<file path="src/rtl/clk_wiz_pkg.sv">
// ---------------------------------------------------------------------------
// clk_wiz_pkg
// Shared constants and types for the clk_wiz_0 clock generator.
//   CNT_W            : width of a divider phase counter (DIV up to 256)
//   LOCK_W           : width of the saturating lock counter
//   DIV_MIN/DIV_MAX  : legal bounds of a division ratio
//   clamp_div()      : folds a division ratio into the legal range so that
//                      out-of-range parameters still elaborate cleanly
// ---------------------------------------------------------------------------
package clk_wiz_pkg;

    localparam int CNT_W   = 8;
    localparam int LOCK_W  = 16;
    localparam int DIV_MIN = 1;
    localparam int DIV_MAX = 256;

    typedef logic [CNT_W-1:0]  div_cnt_t;
    typedef logic [LOCK_W-1:0] lock_cnt_t;

    function automatic int clamp_div(input int div);
        if (div < DIV_MIN) begin
            return DIV_MIN;
        end
        if (div > DIV_MAX) begin
            return DIV_MAX;
        end
        return div;
    endfunction

endpackage

</file>
<file path="src/rtl/clk_wiz_0_clk_div.sv">
// ---------------------------------------------------------------------------
// clk_div
// Integer clock divider producing one output clock from the reference clock.
//   DIV = 1 : clk_o = clk AND run, where run rises on the first edge after
//             reset release (a glitch on async reset assertion is accepted).
//   DIV >= 2: phase counter 0..DIV-1; clk_o is registered as cnt < DIV/2,
//             so the first rising edge of clk_o lands on the first clk edge
//             after release and the period is exactly DIV input cycles.
// Ports:
//   clk   in  reference clock (rising edge only)
//   rst_n in  asynchronous active-low reset
//   clk_o out divided clock
// ---------------------------------------------------------------------------
module clk_div
    import clk_wiz_pkg::*;
#(
    parameter int DIV = 2
) (
    input  logic clk,
    input  logic rst_n,
    output logic clk_o
);

    localparam int DIV_C = clamp_div(DIV);

    generate
        if (DIV_C == DIV_MIN) begin : g_bypass
            logic r_run;

            always_ff @(posedge clk or negedge rst_n) begin
                if (!rst_n) begin
                    r_run <= 1'b0;
                end else begin
                    r_run <= 1'b1;
                end
            end

            // Gating with run keeps the output low during reset while passing
            // the reference straight through once running.
            assign clk_o = clk & r_run;
        end else begin : g_count
            localparam div_cnt_t CNT_LAST = div_cnt_t'(DIV_C - 1);
            localparam div_cnt_t CNT_HIGH = div_cnt_t'(DIV_C / 2);

            div_cnt_t r_cnt;
            logic     r_clk;

            always_ff @(posedge clk or negedge rst_n) begin
                if (!rst_n) begin
                    r_cnt <= '0;
                    r_clk <= 1'b0;
                end else begin
                    // Decode the current phase before stepping, so phase 0
                    // (the reset value) produces the high level on edge 1.
                    r_clk <= (r_cnt < CNT_HIGH);
                    r_cnt <= (r_cnt == CNT_LAST) ? '0 : r_cnt + div_cnt_t'(1);
                end
            end

            assign clk_o = r_clk;
        end
    endgenerate

endmodule

</file>
<file path="src/rtl/clk_wiz_0.sv">
// ---------------------------------------------------------------------------
// clk_wiz_0
// Counter-based clock generator: one or two divided clocks from clk_in1 plus
// a lock indicator that rises a fixed number of edges after reset release.
// Optional feature macro: CLK_WIZ_CLK_OUT2_EN
//   defined   -> clk_out2 is a second divided clock (ratio DIV2)
//   undefined -> clk_out2 is tied to 0 and no second divider is built
// Parameters:
//   DIV1        clk_out1 division ratio (1..256)
//   DIV2        clk_out2 division ratio (1..256)
//   LOCK_CYCLES clk_in1 edges from reset release to locked (1..65535)
// Ports:
//   clk_in1  in  reference clock
//   resetn   in  asynchronous active-low reset
//   clk_out1 out divided clock for the memory controller
//   clk_out2 out second divided clock (or constant 0)
//   locked   out high once outputs are stable, held until reset
// ---------------------------------------------------------------------------
module clk_wiz_0
    import clk_wiz_pkg::*;
#(
    parameter int DIV1        = 2,
    parameter int DIV2        = 4,
    parameter int LOCK_CYCLES = 64
) (
    input  logic clk_in1,
    input  logic resetn,
    output logic clk_out1,
    output logic clk_out2,
    output logic locked
);

    // Both dividers share the reset release edge, so their phase counters
    // start together and stay rising-edge aligned at every common multiple.
    clk_div #(
        .DIV(DIV1)
    ) u_div1 (
        .clk   (clk_in1),
        .rst_n (resetn),
        .clk_o (clk_out1)
    );

`ifdef CLK_WIZ_CLK_OUT2_EN
    clk_div #(
        .DIV(DIV2)
    ) u_div2 (
        .clk   (clk_in1),
        .rst_n (resetn),
        .clk_o (clk_out2)
    );
`else
    assign clk_out2 = 1'b0;
`endif

    // Lock counter: saturating edge count since release. locked is set when
    // the count is about to reach LOCK_CYCLES, i.e. on that very edge.
    localparam lock_cnt_t LOCK_LAST = lock_cnt_t'(LOCK_CYCLES - 1);
    localparam lock_cnt_t LOCK_SAT  = '1;

    lock_cnt_t r_lock_cnt;
    logic      r_locked;

    always_ff @(posedge clk_in1 or negedge resetn) begin
        if (!resetn) begin
            r_lock_cnt <= '0;
            r_locked   <= 1'b0;
        end else begin
            if (r_lock_cnt != LOCK_SAT) begin
                r_lock_cnt <= r_lock_cnt + lock_cnt_t'(1);
            end
            if (r_lock_cnt == LOCK_LAST) begin
                r_locked <= 1'b1;
            end
        end
    end

    assign locked = r_locked;

endmodule

</file>
<file path="config.mk">
export PLATFORM = sky130hd
export DESIGN_NAME = clk_wiz_0
export DESIGN_NICKNAME = d
export VERILOG_FILES = /design/src/rtl/clk_wiz_pkg.sv /design/src/rtl/clk_wiz_0_clk_div.sv /design/src/rtl/clk_wiz_0.sv
export SDC_FILE = /design/constraint.sdc
export NUM_CORES = 1
export LEC_CHECK = 0
export BUFFER_PORTS_ARGS = -buffer_cell sky130_fd_sc_hd__buf_4
export CORE_MARGIN = 2
export CORE_UTILIZATION = 51
export DETAILED_ROUTE_END_ITERATION = 7
export PLACE_DENSITY_LB_ADDON = 0.25
export SYNTH_ARGS = -nofsm -noshare
export SYNTH_HDL_FRONTEND = slang
export SYNTH_SLANG_ARGS = --single-unit
export TNS_END_PERCENT = 100
</file>
<file path="constraint.sdc">
create_clock -name clk_in1 -period 1.8 [get_ports clk_in1]
set_clock_uncertainty 0.05 [all_clocks]
set_input_delay 0.18 -clock clk_in1 [delete_from_list [all_inputs] [get_ports clk_in1]]
set_output_delay 0.18 -clock clk_in1 [all_outputs]
set_load 0.005 [all_outputs]
</file>
* After elaboration in Yosys (flattened, before gate mapping)
Cells that the tools add are included.
Cells by class: $add $sub $neg 2, $lt $le $gt $ge 1, eq/ne operators 3, muxes and demuxes 1
Operator list (count):
- adder 16 x 1 -> 16 bit, second input constant | 1
- equality test 16 x 6 -> 1 bit, second input constant | 1
- != test 16 bit, second input constant | 1
- adder 8 x 1 -> 8 bit, second input constant | 1
- equality test 8 x 1 -> 1 bit, second input constant | 1
- < comparator 8 x 1 -> 1 bit, second input constant | 1
- two-way mux 8 bit | 1
Storage, ports and cells: bits in registers 26, output and inout bits 3, word-level logic and storage cells 11

* Depth between registers and ports, before layout
Gate-level depths: netlist (run 1).
depth in word-level cells 2, mapped depth 6, gate-level depth less buffers 5

* Hierarchy
Synthesis (run 1) repeated with hierarchy kept, for this count alone.
Unflattened totals: cell total of the unflattened synthesis 110, area, all modules 1287.5 um2
Modules (own cells, without submodules):
- clk_wiz_0 | instances 1, cells an instance 76, area each 877.1 um2
- clk_div | instances 1, cells an instance 34, area each 410.4 um2

* Worst setup path after synthesis (run 1)
Ideal clock, no wire load.
kind register to register, start register r_lock_cnt[0], end register r_lock_cnt[11], arrival time 1.561 ns, required time 1.626 ns, setup slack 0.066 ns, cell stages (with the launch flop) 6, path buffers 0, period minus slack after synthesis 1.734 ns, path through dfrtp_1 > ha_1 > nand4_1 > nor4_2 > and4bb_1 > xor2_1
On the way: word-level cells in the longest chain between the ends 1
RTL lines:
- start, declared | line clk_wiz_0.sv:60 | lock_cnt_t r_lock_cnt;
- start signal, assigned | line clk_wiz_0.sv:69 | r_lock_cnt <= r_lock_cnt + lock_cnt_t'(1);
- adder 16 x 1 -> 16 bit / != test 16 bit (equally long branches) | line clk_wiz_0.sv:69, clk_wiz_0.sv:68
Parallel ways exist; a longest one is shown, timed or not. A chain may end at the register's enable or synchronous reset.

* Final worst setup path (run 1)
start register r_lock_cnt[1], end register r_lock_cnt[14]
The elaborated chain is that of the path after synthesis.

==> results of run 1 <==
worst min-delay path by stage:
stage | from | endpoint | slack, ps | cells after the start
floorplan | resetn | locked | -170 | 0
global placement | resetn | r_lock_cnt[11] | 50 | 1
detailed placement | resetn | r_lock_cnt[12] | 50 | 1
CTS | resetn | r_lock_cnt[12] | 230 | 2
global route | resetn | r_lock_cnt[11] | 250 | 2
finish | resetn | r_lock_cnt[11] | 220 | 2
logic make-up after synthesis:
group | synth area share, %
and+or+nand+nor | 24.2
DFF | 52.2
xor gates and xnor gates | 11.9
buffers and inverters | 3.01
adders and majority gates | 4.02
muxes | 3.51
other | 0.301
AOI/OAI and AO/OA | 0.803
power by group through the flow:
| stage | clock [mW] | combinational (mW) | sequential (mW) |
|---|---|---|---|
| after floorplan | 0 | 0.00203 | 0.595 |
| after detailed placement | 0 | 0.0134 | 0.595 |
| after global placement | 0 | 0.0133 | 0.595 |
| after global routing | 0.433 | 0.0172 | 0.584 |
| final | 0.403 | 0.0143 | 0.584 |
| after CTS | 0.406 | 0.0153 | 0.584 |
Yosys cell counts, drive strengths merged (2+ instances only):
master   n  share of area [%]
dfrtp   26                 52
xnor2   12                8.4
nand3   11                4.8
nand2   10                3.0
nor2     8                2.4
nand4    6                3.0
nor4     5                3.0
xor2     5                3.5
and3     4                2.0
ha       4                4.0
buf      3                2.1
inv      3               0.90
mux2     3                2.7
nor3     3                1.2
and4     2                1.5
or4      2                1.2
layer usage:
layer  global-route usage, %  routed length [µm]  vias to the layer above
li1                        -                   -                      415
met1                    22.8                 995                      434
met2                    34.2                1200                        8
met3                    2.54                  37                        4
met4                    8.97                  34                        0
met5                       0                   0                        -
cell type report:
cell class | count | area (µm²)
repair buffers | 11 | 85.1
clock buffers | 3 | 22.5
clock inverters | 1 | 30.0
inverters | 3 | 11.3
well taps | 28 | 35.0
multi-input cells | 81 | 583
fillers | 194 | 836
flip-flops and latches | 26 | 652
worst max-delay path, stage by stage, from the launching register on:
cell and delay (ps):
dfrtp_1 440, ha_4 160, and4_2 250, nand3_1 140, nor3_1 230, mux2_2 350
registers in the layout, indices dropped and copies added, names as in the netlist:
signal	cells
r_lock_cnt	16
u_div1.g_count.r_cnt	8
locked	1
u_div1.clk_o	1
repair_timing:
| action | 4_1_cts | 5_1_grt |
|---|---|---|
| resized for setup | 2 | 3 |
| cloned | 0 | 0 |
| hold buffers | 1 | 0 |
| endpoints found under the setup margin | 6 | 9 |
| setup buffers | 0 | 0 |
| pin swaps | 0 | 1 |
| endpoints found under the hold margin | 26 | 0 |
through the flow:
stage | instances | utilization [%] | worst slack [ps] | hold WS, ps | instance area, µm²
6_report | 153 | 62.9 | 88.7 | 217 | 1420
2_1_floorplan | 113 | - | 65.5 | -166 | 1250
4_1_cts | 153 | 62.3 | 31.9 | 230 | 1410
3_5_place_dp | 148 | 59.0 | 7.41 | 52.6 | 1330
5_1_grt | 153 | 62.9 | 13.1 | 251 | 1420
3_3_place_gp | 148 | 59.0 | 92.7 | 51.3 | 1330
==> parameters.txt, run 1 <==
Parameter                              Value

Critical path
  Start of the worst register-to-register path    r_lock_cnt[1]
  Worst-case register-to-register setup slack    a little under 90 ps
  Critical-path maximum fanout    4
  Start point of the critical path    r_lock_cnt[1]
  Category of the worst setup path launch point    flop
  R2R depth    5
  RR Endpoint    r_lock_cnt[14]
  Critical Path RT    1980 ps
  Kind of end point of the critical path    flop
  Data arrival time of the critical path    around 1900 ps
  Kind of critical path    flop to flop
  Critical path capture point    r_lock_cnt[14]

Floorplanning
  Initial standard-cell utilization of the core    55.3%
  Die footprint    2850 µm²
  Total number of placement rows    17
  I/O pins    5
  Die height    about 53 µm
  Total core area    2250 µm²
  Die extent in x    53.4 µm

Logic synthesis
  EDFF count, synth    0
  Number of unique standard cell types used by synthesis    27
  Sequential share of the synthesized area    52.2%
  Post-synthesis area per instance    11.0 µm²
  Post-synth net total    approximately 120
  Synth Instances    113
  Yosys warnings    0
  Netlist area before placement    1250 µm²
  Flip-flop cell with the highest count after synthesis    dfrtp_1
  Number of storage elements in the synthesis netlist    26
  FFs w/ async S/R, synth    100%

Clock tree
  Clock Sinks    26
  Clk_lat worst skew    330 ps
  Worst-path clk slew    150 ps
  TritonCTS clock tree    done
  Clk Tree Root Cell    clkbuf_4
  H-tree lvl count    1
  Clock buffers created by TritonCTS    3
  Bufs on Longest Clock Path    2

Pwr
  Power per unit of standard cell area    706 nW/µm²
  Clock group share of total power    about two fifths
  Switching component of the power    around 190 µW
  Net Sw Frac    18.9%
  Total power consumption of the routed design    ~1.0 mW
  Sequential cell fraction of total power    between 50% and 60%
  Internal power consumption    812 µW
  Largest voltage drop on the vdd net    0.556 mV
  Combinational fraction of design power    around 1.4%
  Static leakage    0.656 nW

GRT
  Total global routing overflow    0
  Maximum number of pins on one net before global-route repair    27
  Number of antenna violations at the first check in global routing    0
  Number of global-route vias before repair    876
  Global-route usage over all layers    19.3%
  First-pass GRT wire length    ~3.9 mm

Min path
  Kind of path behind the tightest hold check    primary input to asynchronous set/reset pin

Timing
  Top achievable clock speed    just under 600 MHz
  Final setup TNS    0 ps
  Post-route minimum period    1710 ps
  Setup repair after global routing missed its margin    no
  Final hold violation count    0
  Count of endpoints failing setup in the final report    0
  Final period util    95.1%
  Max-slew violation total from the final report    0

Route
  Vias after detailed routing    861
  Detailed-route wire length per cell    14.8 µm
  Overall routed net length    2.27 mm
  Antenna-violating nets left    0
  Starting DRT DRC Count    7
  Residual DRC count    0
  First-pass detailed-route iteration total    4
  Number of vias per cell    5.63

Placed design
  Detailed Place HPWL    1.64 mm
  Final weighted congestion in routability-driven placement    0.824
  Total of buffers placed on input and output ports    3

Cells and area
  Count of nets after finishing    approximately 130
  Antenna Cells    0
  Layout cell share with drive strength beyond 1    17.6%
  Most common library cell in the layout ignoring fill and taps    dfrtp_1
  Most frequent cells in the layout    dfrtp_1, xnor2_1, nand3_1, nand2_1, buf_4
  Area growth from synthesis to layout    13.9%

Run
  Maxcap violations    0

Run status
  Run status    complete, no violations
No activity file was read; power rests on OpenSTA's default activity.
==> inputs of run 2 (changes only) <==
--- a/config.mk
+++ b/config.mk
@@ -7,7 +7,7 @@
 export LEC_CHECK = 0
 export BUFFER_PORTS_ARGS = -buffer_cell sky130_fd_sc_hd__buf_4
 export CORE_MARGIN = 2
-export CORE_UTILIZATION = 51
+export CORE_UTILIZATION = 53
 export DETAILED_ROUTE_END_ITERATION = 7
 export PLACE_DENSITY_LB_ADDON = 0.25
 export SYNTH_ARGS = -nofsm -noshare
==> run 2 against run 1 <==
Net effect: register-to-register slack barely moved; non-clock buffer count down 1; count of clock-buffer cells in the layout did not move; total power about the same; worst hold slack improved by 11 ps.
==> parameters.txt, run 2 (synthesis gave the netlist of run 1 again) <==
Parameter                              Value

Route
  Vias after detailed routing    847 (-1.6%)
  Starting DRT DRC Count    18 (+11)
  Residual DRC count    0 (unchanged)
  First-pass detailed-route iteration total    4 (unchanged)
  Overall routed net length    2.05 mm (-9.5%)
  Number of vias per cell    5.57 (-0.98%)
  Antenna-violating nets left    0 (unchanged)
  Detailed-route wire length per cell    13.5 µm (-8.9%)

Clock tree
  Worst-path clk slew    150 ps (about the same)
  Clk_lat worst skew    320 ps (about the same)
  H-tree lvl count    1 (unchanged)
  Clk Tree Root Cell    clkbuf_4
  Clock buffers created by TritonCTS    3 (unchanged)
  TritonCTS clock tree    done
  Clock Sinks    26 (unchanged)
  Bufs on Longest Clock Path    2 (unchanged)

Pwr
  Internal power consumption    812 µW (about the same)
  Power per unit of standard cell area    714 nW/µm² (+1.2%)
  Sequential cell fraction of total power    58.4% (about the same)
  Switching component of the power    189 µW (-0.16%)
  Combinational fraction of design power    1.4% (about the same)
  Net Sw Frac    18.9% (-0.025 points)
  Clock group share of total power    40.2% (about the same)
  Static leakage    0.652 nW (-0.60%)
  Largest voltage drop on the vdd net    0.660 mV (+19%)
  Total power consumption of the routed design    1.00 mW (about the same)

Critical path
  Category of the worst setup path launch point    flop
  Critical-path maximum fanout    4 (unchanged)
  Kind of critical path    flop to flop
  Data arrival time of the critical path    1890 ps (about the same)
  Kind of end point of the critical path    flop
  Critical Path RT    1970 ps (about the same)

GRT
  Number of antenna violations at the first check in global routing    0 (unchanged)
  Number of global-route vias before repair    850 (-3.0%)
  Total global routing overflow    0 (unchanged)
  Maximum number of pins on one net before global-route repair    27 (unchanged)
  First-pass GRT wire length    3.64 mm (-6.5%)
  Global-route usage over all layers    18.3% (-0.96 points)

Floorplanning
  Initial standard-cell utilization of the core    56.3% (+1.1 points)
  I/O pins    5 (unchanged)
  Die extent in x    52.5 µm (-1.8%)
  Total core area    2210 µm² (-1.9%)
  Die footprint    2760 µm² (-3.5%)
  Die height    52.5 µm (-1.8%)
  Total number of placement rows    17 (unchanged)

Cells and area
  Area growth from synthesis to layout    12.4%
  Most flops, register    r_lock_cnt
  Layout cell share with drive strength beyond 1    16.1% (-1.5 points)
  Largest registers ranked by flip-flop count    r_lock_cnt: 16 flops, u_div1.g_count.r_cnt: 8 flops
  Max reg flops    16 (unchanged)
  Antenna Cells    0 (unchanged)
  Count of filler cells inserted in the layout    181 (-6.7%)
  Most frequent cells in the layout    dfrtp_1, xnor2_1, nand3_1, nand2_1, buf_4
  Most common library cell in the layout ignoring fill and taps    dfrtp_1
  Count of nets after finishing    131 (-0.76%)

Timing
  Post-route minimum period    1720 ps (+4.49 ps)
  Final period util    95.3% (+0.25 points)
  Top achievable clock speed    583 MHz (-0.26%)
  Final hold violation count    0 (unchanged)
  Worst path setup slack after routing    84.2 ps (-4.49 ps)
  Count of endpoints failing setup in the final report    0 (unchanged)
  Max-slew violation total from the final report    0 (unchanged)
  Setup repair after global routing missed its margin    no

Placed design
  Worst setup timing slack at the placement stage    -39.8 ps (-47.2 ps)
  Final weighted congestion in routability-driven placement    0.789 (-4.3%)
  Total of buffers placed on input and output ports    3 (unchanged)
  Detailed Place HPWL    1.48 mm (-9.6%)

Run status
  Run status    complete, no violations

Run
  Maxcap violations    0 (unchanged)

Min path
  Kind of path behind the tightest hold check    primary input to asynchronous set/reset pin
## run 2: cell count changes in the layout (fill, tap and decap cells not counted)
cell     change
and4_4       +1
ha_4         -1
and4_2       -1
buf_4        -1
dfrtp_2      -1
ha_2         +1
dfrtp_1      +1
## run 2: cell type report
class | count | area (µm²) | area share [%]
Clock buffer | 3 | 22.5 | 1.61
Clock inverter | 1 | 30.0 | 2.14
Inverter | 3 | 11.3 | 0.804
Multi-Input combinational cell | 81 | 574 | 41.0
Sequential cell | 26 | 651 | 46.4
Tap cell | 28 | 35.0 | 2.50
Timing Repair Buffer | 10 | 77.6 | 5.54
## run 2: timing repair
| item | CTS | global route |
|---|---|---|
| hold buffers | 1 | 0 |
| cloned | 0 | 0 |
| pin swaps | 0 | 2 |
| hold endpoints to repair | 26 | 0 |
| endpoints found under the setup margin | 7 | 12 |
| buffers inserted | 0 | 0 |
| gates resized for setup | 1 | 3 |
## run 2: routing by layer
layer	up-vias	global-route usage (%)	share of wire, %
li1	415	-	-
met1	421	21.5	47
met2	9	31.9	50
met5	-	0	0
met3	2	2.57	1.9
met4	0	10.3	1.3
## run 2: per-stage QoR
step	hold slack [ps]	TNS (ps)	std cells	instance area, µm²	util [%]
after floorplan	-166	0	113	1250	-
after global placement	49.9	0	147	1320	59.8
after detailed placement	52.7	-56.8	147	1320	59.8
after CTS	220	0	152	1390	62.8
after global routing	257	0	152	1400	63.3
final	229	0	152	1400	63.3
## run 2: worst paths after layout
kind / slack (ps) / depth (start not counted) / to / start
max: 80 / 5 / r_lock_cnt[14] / r_lock_cnt[1]
min: 230 / 2 / locked / resetn
min reg2reg: 430 / 1 / u_div1.g_count.r_cnt[7] / u_div1.g_count.r_cnt[7]
max in group asynchronous: 1230 / 2 / r_lock_cnt[15] / resetn
max reg2reg: 80 / 5 / r_lock_cnt[14] / r_lock_cnt[1]
min in group clk_in1: 430 / 1 / u_div1.g_count.r_cnt[7] / u_div1.g_count.r_cnt[7]
## run 2: worst max-delay path: stages, from the launching register on
cell and delay, ps:
dfrtp_1 410, ha_2 220, and4_4 240, nand3_1 130, nor3_1 220, mux2_2 360
## run 2: power groups by stage
stage          Sequential [mW]  Combinational (mW)  Clock, mW
2_1_floorplan            0.595             0.00203          0
3_3_place_gp             0.595              0.0132          0
3_5_place_dp             0.595              0.0134          0
4_1_cts                  0.584              0.0150      0.414
5_1_grt                  0.584              0.0174      0.429
6_report                 0.584              0.0145      0.402
==> inputs of run 3 (changes only) <==
--- a/config.mk
+++ b/config.mk
@@ -9,6 +9,7 @@
 export CORE_MARGIN = 2
 export CORE_UTILIZATION = 53
 export DETAILED_ROUTE_END_ITERATION = 7
+export MAX_ROUTING_LAYER = met4
 export PLACE_DENSITY_LB_ADDON = 0.25
 export SYNTH_ARGS = -nofsm -noshare
 export SYNTH_HDL_FRONTEND = slang
==> run 3 against run 2 <==
Net effect: count of clock-buffer cells in the layout did not move; die area did not move; sequential power barely moved; setup slack barely moved; combinational power barely moved.
==> parameters.txt, run 3 (synthesis gave the netlist of run 1 again) <==
Parameter                              Value

Placed design
  Detailed Place HPWL    1.48 mm (unchanged)
  Total of buffers placed on input and output ports    3 (unchanged)
  Cell total after placement    147 (unchanged)
  Final weighted congestion in routability-driven placement    0.800 (+1.4%)

Clock tree
  Clock buffers created by TritonCTS    3 (unchanged)
  Clk Tree Root Cell    clkbuf_4
  TritonCTS clock tree    done
  Bufs on Longest Clock Path    2 (unchanged)
  H-tree lvl count    1 (unchanged)
  Worst-path clk slew    150 ps (about the same)
  Clk_lat worst skew    320 ps (about the same)
  Clock Sinks    26 (unchanged)

Run
  Maxcap violations    0 (unchanged)

Timing
  Worst hold margin    230 ps (+1.12 ps)
  Top achievable clock speed    583 MHz (about the same)
  Count of endpoints failing setup in the final report    0 (unchanged)
  Max-slew violation total from the final report    0 (unchanged)
  Post-route minimum period    1720 ps (+0.0658 ps)
  Final period util    95.3% (about the same)
  Final hold violation count    0 (unchanged)
  Setup repair after global routing missed its margin    no

Min path
  Kind of path behind the tightest hold check    primary input to asynchronous set/reset pin

Floorplanning
  Die extent in x    52.5 µm (unchanged)
  Die height    52.5 µm (unchanged)
  I/O pins    5 (unchanged)
  Initial standard-cell utilization of the core    56.3% (unchanged)
  Total number of placement rows    17 (unchanged)
  Die footprint    2760 µm² (unchanged)
  Total core area    2210 µm² (unchanged)

Route
  First-pass detailed-route iteration total    4 (unchanged)
  Number of vias per cell    5.57 (-0.12%)
  Residual DRC count    0 (unchanged)
  Routed length on met2    1.02 mm (-0.39%)
  Length of routed met3 wiring    42 µm (+5.0%)
  Highest routing layer actually used    met4
  Overall routed net length    2.05 mm (-0.34%)
  Starting DRT DRC Count    18 (unchanged)
  Detailed-route wire length per cell    13.5 µm (-0.34%)
  Antenna-violating nets left    0 (unchanged)
  Vias after detailed routing    846 (-0.12%)
  Sum of routed wire segments on met1    955 µm (-0.10%)

GRT
  Total global routing overflow    0 (unchanged)
  Number of global-route vias before repair    849 (-0.12%)
  First-pass GRT wire length    3.64 mm (unchanged)
  Number of antenna violations at the first check in global routing    0 (unchanged)
  Maximum number of pins on one net before global-route repair    27 (unchanged)
  Global-route usage over all layers    18.8% (+0.48 points)

Cells and area
  Area growth from synthesis to layout    12.4% (unchanged)
  Antenna Cells    0 (unchanged)
  Most common library cell in the layout ignoring fill and taps    dfrtp_1
  Layout cell share with drive strength beyond 1    16.1% (unchanged)
  Count of filler cells inserted in the layout    181 (unchanged)
  Largest registers ranked by flip-flop count    r_lock_cnt: 16 flops, u_div1.g_count.r_cnt: 8 flops
  Count of nets after finishing    131 (unchanged)
  Most flops, register    r_lock_cnt
  Most frequent cells in the layout    dfrtp_1, xnor2_1, nand3_1, nand2_1, buf_4
  Max reg flops    16 (unchanged)
  Final non-filler cell total    152 (unchanged)

Pwr
  Largest voltage drop on the vdd net    0.661 mV (about the same)
  Power per unit of standard cell area    714 nW/µm² (about the same)
  Static leakage    0.652 nW (unchanged)

Critical path
  Critical-path maximum fanout    4 (unchanged)
  Data arrival time of the critical path    1890 ps (about the same)
  Kind of end point of the critical path    flop
  Critical Path RT    1970 ps (about the same)
  Kind of critical path    flop to flop
  Category of the worst setup path launch point    flop

Run status
  Run status    complete, no violations
## run 3: cell counts in the layout (fill, tap and decap cells not counted)
Identical to the previous run, type by type.
## run 3: metrics by stage
stage | total power [mW] | instance area (µm²) | setup TNS [ps] | setup slack [ps] | utilization [%]
5_1_grt | 1.03 | 1400 | 0 | 3.61 | 63.3
2_1_floorplan | 0.597 | 1250 | 0 | 65.5 | -
6_report | 1.00 | 1400 | 0 | 84.1 | 63.3
4_1_cts | 1.01 | 1390 | 0 | 22.6 | 62.8
3_5_place_dp | 0.609 | 1320 | -56.8 | -39.8 | 59.8
3_3_place_gp | 0.608 | 1320 | 0 | 43.1 | 59.8
## run 3: final timing paths
| path | startpoint | endpoint | slack (ps) | cells past startpoint |
|---|---|---|---|---|
| setup / recovery | r_lock_cnt[1] | r_lock_cnt[14] | 80 | 5 |
| hold / removal | resetn | locked | 230 | 2 |
| setup reg to reg | r_lock_cnt[1] | r_lock_cnt[14] | 80 | 5 |
| hold reg to reg | u_div1.g_count.r_cnt[7] | u_div1.g_count.r_cnt[7] | 430 | 1 |
| max in group asynchronous | resetn | r_lock_cnt[0] | 1220 | 2 |
| min in group clk_in1 | u_div1.g_count.r_cnt[7] | u_div1.g_count.r_cnt[7] | 430 | 1 |
## run 3: worst max-delay path, stage by stage, from the launching register on
cell and delay [ps]:
dfrtp_1 410, ha_2 220, and4_4 240, nand3_1 130, nor3_1 220, mux2_2 360
## run 3: final cells by class
type	count	area, µm²	area share (%)
multi-input cells	81	574	41.0
inverters	3	11.3	0.804
clock buffers	3	22.5	1.61
repair buffers	10	77.6	5.54
well taps	28	35.0	2.50
clock inverters	1	30.0	2.14
flip-flops and latches	26	651	46.4
## run 3: what timing repair did
item / 4_1_cts / 5_1_grt
pin swaps: 0 / 2
buffers inserted: 0 / 0
hold endpoints to repair: 26 / 0
hold buffers: 1 / 0
endpoints found under the setup margin: 7 / 12
gates resized for setup: 1 / 3
## run 3: report_power, final
part	switching (mW)	total [mW]	leakage (nW)	internal, mW
combinational	0.0116	0.0145	0.285	0.00289
clock	0.177	0.402	0.0279	0.225
sequential	0	0.584	0.339	0.584
## run 3: layer usage
layer | track usage, % | vias up
li1 | - | 415
met1 | 21.5 | 420
met2 | 31.9 | 9
met3 | 2.57 | 2
met4 | 10.3 | 0
met5 | - | -
